<file path="config.mk">
export PLATFORM = sky130hd
export DESIGN_NAME = id_ex_operand_stage
export DESIGN_NICKNAME = d
export VERILOG_FILES = /design/src/rtl/id_ex_operand_stage.sv
export SDC_FILE = /design/constraint.sdc
export NUM_CORES = 1
export LEC_CHECK = 0
export BUFFER_PORTS_ARGS = -buffer_cell sky130_fd_sc_hd__buf_2
export CAP_MARGIN = 5
export CORE_AREA = 2 2 118 120
export CTS_BUF_LIST = sky130_fd_sc_hd__clkbuf_8
export DETAILED_ROUTE_END_ITERATION = 10
export DIE_AREA = 0 0 120 122
export PLACE_DENSITY = 0.67
export SLEW_MARGIN = 30
export SYNTH_ARGS = -nofsm -noshare
export SYNTH_HDL_FRONTEND = slang
export SYNTH_SLANG_ARGS = --single-unit
</file>
<file path="constraint.sdc">
create_clock -name clk -period 1.2 [get_ports clk]
set_clock_uncertainty 0.2 [all_clocks]
set_input_delay 0.06 -clock clk [delete_from_list [all_inputs] [get_ports clk]]
set_output_delay 0.06 -clock clk [all_outputs]
set_load 0.02 [all_outputs]
</file>
<file path="src/rtl/id_ex_operand_stage.sv">
// ID/EX pipeline register with EX-side RAW operand forwarding from MEM and WB.
// Build option: define EX_FWD_EN to enable forwarding, stall-time WB refresh and same-edge WB bypass.
module id_ex_operand_stage #(
  parameter int unsigned DATA_W = 32,
  parameter int unsigned REG_AW = 5,
  parameter int unsigned OP_W   = 4
) (
  input  logic              clk,
  input  logic              rst,
  input  logic              stall,
  input  logic              flush,
  input  logic              id_valid,
  input  logic [OP_W-1:0]   id_alu_op,
  input  logic [REG_AW-1:0] id_rs_addr,
  input  logic [REG_AW-1:0] id_rt_addr,
  input  logic [DATA_W-1:0] id_rs_data,
  input  logic [DATA_W-1:0] id_rt_data,
  input  logic [DATA_W-1:0] id_imm,
  input  logic              id_alusrc,
  input  logic [REG_AW-1:0] id_rd_addr,
  input  logic              id_regwrite,
  input  logic              mem_regwrite,
  input  logic [REG_AW-1:0] mem_rd_addr,
  input  logic [DATA_W-1:0] mem_result,
  input  logic              wb_regwrite,
  input  logic [REG_AW-1:0] wb_rd_addr,
  input  logic [DATA_W-1:0] wb_data,
  output logic              ex_valid,
  output logic [OP_W-1:0]   ex_alu_op,
  output logic [DATA_W-1:0] ex_A,
  output logic [DATA_W-1:0] ex_B,
  output logic [DATA_W-1:0] ex_rt_fwd,
  output logic [REG_AW-1:0] ex_rd_addr,
  output logic              ex_regwrite
);

  localparam logic [REG_AW-1:0] R0 = '0;

  // Held ID/EX fields
  logic              valid_q,    valid_d;
  logic [OP_W-1:0]   alu_op_q,   alu_op_d;
  logic [REG_AW-1:0] rs_addr_q,  rs_addr_d;
  logic [REG_AW-1:0] rt_addr_q,  rt_addr_d;
  logic [DATA_W-1:0] rs_data_q,  rs_data_d;
  logic [DATA_W-1:0] rt_data_q,  rt_data_d;
  logic [DATA_W-1:0] imm_q,      imm_d;
  logic              alusrc_q,   alusrc_d;
  logic [REG_AW-1:0] rd_addr_q,  rd_addr_d;
  logic              regwrite_q, regwrite_d;

  logic [DATA_W-1:0] fwd_rs;
  logic [DATA_W-1:0] fwd_rt;

`ifdef EX_FWD_EN
  logic wb_live;
  logic mem_live;
  logic wb_hit_id_rs;
  logic wb_hit_id_rt;
  logic wb_hit_rs;
  logic wb_hit_rt;
  logic mem_hit_rs;
  logic mem_hit_rt;

  // r0 is never a forwarding source or target
  assign wb_live      = wb_regwrite  && (wb_rd_addr  != R0);
  assign mem_live     = mem_regwrite && (mem_rd_addr != R0);
  assign wb_hit_id_rs = wb_live  && (wb_rd_addr  == id_rs_addr);
  assign wb_hit_id_rt = wb_live  && (wb_rd_addr  == id_rt_addr);
  assign wb_hit_rs    = wb_live  && (wb_rd_addr  == rs_addr_q);
  assign wb_hit_rt    = wb_live  && (wb_rd_addr  == rt_addr_q);
  assign mem_hit_rs   = mem_live && (mem_rd_addr == rs_addr_q);
  assign mem_hit_rt   = mem_live && (mem_rd_addr == rt_addr_q);
`endif

  // Next-state selection: flush > stall > load (reset handled in the register)
  always_comb begin
    valid_d    = valid_q;
    alu_op_d   = alu_op_q;
    rs_addr_d  = rs_addr_q;
    rt_addr_d  = rt_addr_q;
    rs_data_d  = rs_data_q;
    rt_data_d  = rt_data_q;
    imm_d      = imm_q;
    alusrc_d   = alusrc_q;
    rd_addr_d  = rd_addr_q;
    regwrite_d = regwrite_q;
    if (flush) begin
      valid_d    = 1'b0;
      alu_op_d   = '0;
      rs_addr_d  = '0;
      rt_addr_d  = '0;
      rs_data_d  = '0;
      rt_data_d  = '0;
      imm_d      = '0;
      alusrc_d   = 1'b0;
      rd_addr_d  = '0;
      regwrite_d = 1'b0;
    end else if (stall) begin
`ifdef EX_FWD_EN
      // A value retiring from WB while we wait would otherwise be lost
      if (wb_hit_rs) rs_data_d = wb_data;
      if (wb_hit_rt) rt_data_d = wb_data;
`endif
    end else begin
      valid_d    = id_valid;
      alu_op_d   = id_alu_op;
      rs_addr_d  = id_rs_addr;
      rt_addr_d  = id_rt_addr;
      imm_d      = id_imm;
      alusrc_d   = id_alusrc;
      rd_addr_d  = id_rd_addr;
      regwrite_d = id_valid & id_regwrite;
`ifdef EX_FWD_EN
      // Regfile is written and read in the same cycle; take the WB value directly
      rs_data_d  = wb_hit_id_rs ? wb_data : id_rs_data;
      rt_data_d  = wb_hit_id_rt ? wb_data : id_rt_data;
`else
      rs_data_d  = id_rs_data;
      rt_data_d  = id_rt_data;
`endif
    end
  end

  always_ff @(posedge clk) begin
    if (rst) begin
      valid_q    <= 1'b0;
      alu_op_q   <= '0;
      rs_addr_q  <= '0;
      rt_addr_q  <= '0;
      rs_data_q  <= '0;
      rt_data_q  <= '0;
      imm_q      <= '0;
      alusrc_q   <= 1'b0;
      rd_addr_q  <= '0;
      regwrite_q <= 1'b0;
    end else begin
      valid_q    <= valid_d;
      alu_op_q   <= alu_op_d;
      rs_addr_q  <= rs_addr_d;
      rt_addr_q  <= rt_addr_d;
      rs_data_q  <= rs_data_d;
      rt_data_q  <= rt_data_d;
      imm_q      <= imm_d;
      alusrc_q   <= alusrc_d;
      rd_addr_q  <= rd_addr_d;
      regwrite_q <= regwrite_d;
    end
  end

  // Operand forwarding on held state: MEM is younger than WB, so it wins
  always_comb begin
    fwd_rs = rs_data_q;
    fwd_rt = rt_data_q;
`ifdef EX_FWD_EN
    if (mem_hit_rs)     fwd_rs = mem_result;
    else if (wb_hit_rs) fwd_rs = wb_data;
    if (mem_hit_rt)     fwd_rt = mem_result;
    else if (wb_hit_rt) fwd_rt = wb_data;
`endif
  end

`ifndef EX_FWD_EN
  // Hazard unit stalls until write-back, so the bypass inputs are intentionally ignored
  logic unused_fwd;
  assign unused_fwd = &{1'b0, mem_regwrite, mem_rd_addr, mem_result,
                        wb_regwrite, wb_rd_addr, wb_data, rs_addr_q, rt_addr_q};
`endif

  assign ex_valid    = valid_q;
  assign ex_alu_op   = alu_op_q;
  assign ex_rd_addr  = rd_addr_q;
  assign ex_regwrite = regwrite_q;
  assign ex_A        = fwd_rs;
  assign ex_rt_fwd   = fwd_rt;
  assign ex_B        = alusrc_q ? imm_q : fwd_rt;

endmodule
</file>
==> results.md <==
* Clock Latency Late Sink at 0.37 ns
* Minimum clock period at 1.729 ns
* CTS root buffer: clkbuf_8
* HP Class: in -> reg
* HPWL after detailed placement at 7265 um
* DRC Markers at 0
* Sequential fraction of design power at 50.3%
* Non-filler cells, final at 889
* Vias in the first global route at 4022
* Worst rel slew slack at 73.89%
* Lkg Pwr at 3.495 nW
* VDD IR max at 0.0005097 V
* Post-CTS Setup Bufs at 0
* Fmax at 578.3 MHz
* WHS at 0.01251 ns
* WL per Instance at 14.49 um
* WL final at 12880 um
* Area share of the largest cell type after synthesis at 51.63%
* CP peak stage delay at 0.39 ns
* Dominant cell type by area after synthesis: dfxtp_1
* Port-buffer cells at 218
* CTS max path bufs at 2
* TritonRoute pass-1 iters at 4
* Failing checks: setup timing
* CP cell instances: buf_12, mux2_2, buf_4
* Die width at 120 um
* Num CTS Buffers at 9
* Gr usage total at 16.05%
* Sw Ratio at 25.45%
* Antenna violations before repair at 0
* # clock sinks at 108
* RSZ-0062 raised after global routing: true
* Largest net degree at the start of global routing at 73
* Post-synth cell types at 12
* # Max-Cap Violations at 0
* Crit path launch type: flip-flop
* Comb pwr share at 17.8%
* Via count at 3918
* Setup ws final at -0.5291 ns
* Critical Path RT at 0.94 ns
* Ys Warns at 0
* Initial Utilization at 31.01%
* DP Cell Count at 763
* Worst path arrival time at 1.47 ns
* Pint at 0.005597 W
* Final worst path period share at 144.1%
* First-pass GRT wire length at 18770 um
* Top-level I/O count at 305
* Cell family with most CP delay: flip-flops
* Core area at 13500 sq um
* Post-synthesis sequential area ratio at 51.63%
* Via density at 4.407
* Placer Congestion at 0.7545
* Worst path bufs/invs at 2
* Global route overflow at 0
* # rows at 43
* Cell Area, Synth at 4188 sq um
* Avg Inst Size Synth at 10.85 sq um
* NetSw at 0.001911 W
* Worst setup EP type: primary output
* Syn nets at 584
* DRT antenna net count at 0
* Final hold violations at 0
* Core Util, Final at 52.14%
* Ant diodes at 0
* Power Dens Cells at 1066 nW/um^2
* Syn Inst Count at 386
* Worst-Margin Slew at 0.3916 ns
* Area Overhead vs Synth at 68.15%
* H-tree Lvls at 3
* Die Area at 14640 sq um
* Dpl ws at -0.1020 ns
* Final #Nets at 902
* # setup viols final at 32
* Yosys reg bits at 108
* Dominant cells by area after synthesis: dfxtp_1 52%, mux2i_1 26%, nor2_1 9.6%, mux2_2 8.6%, buf_6 1.6%
* Status: complete, but fails checks
* Fraction of layout cells with a size suffix above 1 at 43.16%
* Max-slew violation count at 0
* CP Max Fanout at 21
* Clock network power share at 31.9%
* CP max-delay cell: dfxtp_4
* WS Path Type: reg -> out
* CTS tree: done
* Clock Pin Slew Worst Setup and Hold Paths at 0.10 ns
* DRT iter0 DRCs at 119
* Die Height at 122 um
## path summary, 6_finish.rpt
path,startpoint,slack [ns],to,depth (start not counted)
max,alusrc_q,-0.53,ex_B[14],3
min,stall,0.01,ex_A[29],4
max reg2reg,alusrc_q,0.18,alusrc_q,3
min reg2reg,ex_regwrite,0.28,ex_regwrite,2
## state kept, by name, indices dropped and copies added (netlist names)
| register | count |
|---|---|
| ex_A | 32 |
| ex_rt_fwd | 32 |
| imm_q | 32 |
| ex_rd_addr | 5 |
| ex_alu_op | 4 |
| alusrc_q | 1 |
| ex_regwrite | 1 |
| ex_valid | 1 |
## cells in the mapped netlist (all sizes together)
cell    instances
a21oi           1
or2             1
clkbuf          8
nand2           1
nand3b          1
buf            20
dfxtp         108
nor2          107
mux2           32
mux2i         107
## per-stage QoR
step           power (W)  setup TNS (ns)  area (sq um)
2_1_floorplan   0.004446          -1.349          4195
3_3_place_gp    0.004801          -2.564          5472
3_5_place_dp    0.004825          -2.715          5472
4_1_cts         0.007514          -16.34          6850
5_1_grt         0.007859          -17.58          7042
6_report        0.007508          -15.46          7042
## cells in the final DEF (no fill, tap or decap), drive strengths merged
cell type | netlist | final
buf | 20 | 225
dlygate4sd3 | 0 | 109
dfxtp | 108 | 108
mux2i | 107 | 107
nor2 | 107 | 107
mux2 | 32 | 32
clkbuf | 8 | 13
or2 | 1 | 1
nand2 | 1 | 1
nand3b | 1 | 1
a21oi | 1 | 1
inv | 0 | 1
clkinvlp | 0 | 1
bufinv | 0 | 1
clkinv | 0 | 1
## power groups by stage
stage / Combinational (W) / Sequential [W] / Clock, W
floorplan: 0.000507 / 0.00394 / 0
global placement: 0.000955 / 0.00385 / 0
detailed placement: 0.000974 / 0.00385 / 0
CTS: 0.00127 / 0.00377 / 0.00248
global route: 0.00142 / 0.00379 / 0.00264
finish: 0.00134 / 0.00378 / 0.00239
## cell families after synthesis
family | Yosys count | synth area share (%)
compound gates | 1 | 0.1194
mux | 139 | 34.18
buf+inv | 28 | 4.063
simple gates | 110 | 10.01
flops | 108 | 51.63
## worst reg2reg max path, stage by stage, from the launching register on
cell	delay, ns
dfxtp_4	0.37
buf_12	0.15
mux2i_1	0.14
nor2_1	0.05
## metal layers
layer  part of all wire (%)  track usage (%)  vias to the layer above  routed length [um]
met3                    5.7            4.213                       23                 736
met4                    2.3            7.500                        0                 292
met1                     39            16.80                     1836                4974
met5                      0                0                        -                   0
li1                       -                -                     1919                   -
met2                     53            29.87                      140                6881
## timing repair
action,CTS,global route
gates resized for setup,25,77
endpoints found under the hold margin,108,0
gates cloned,0,1
endpoints found under the setup margin,45,80
hold buffers,109,0
## layout make-up
class                   count  area (sq um)
fillers                  1142          6462
repair buffers            335          2514
flip-flops and latches    108          2206
multi-input cells         250          1877
well taps                 180         225.2
clock buffers              12         165.2
clock inverters             4         55.05
Power figures use the tool's default switching activity.
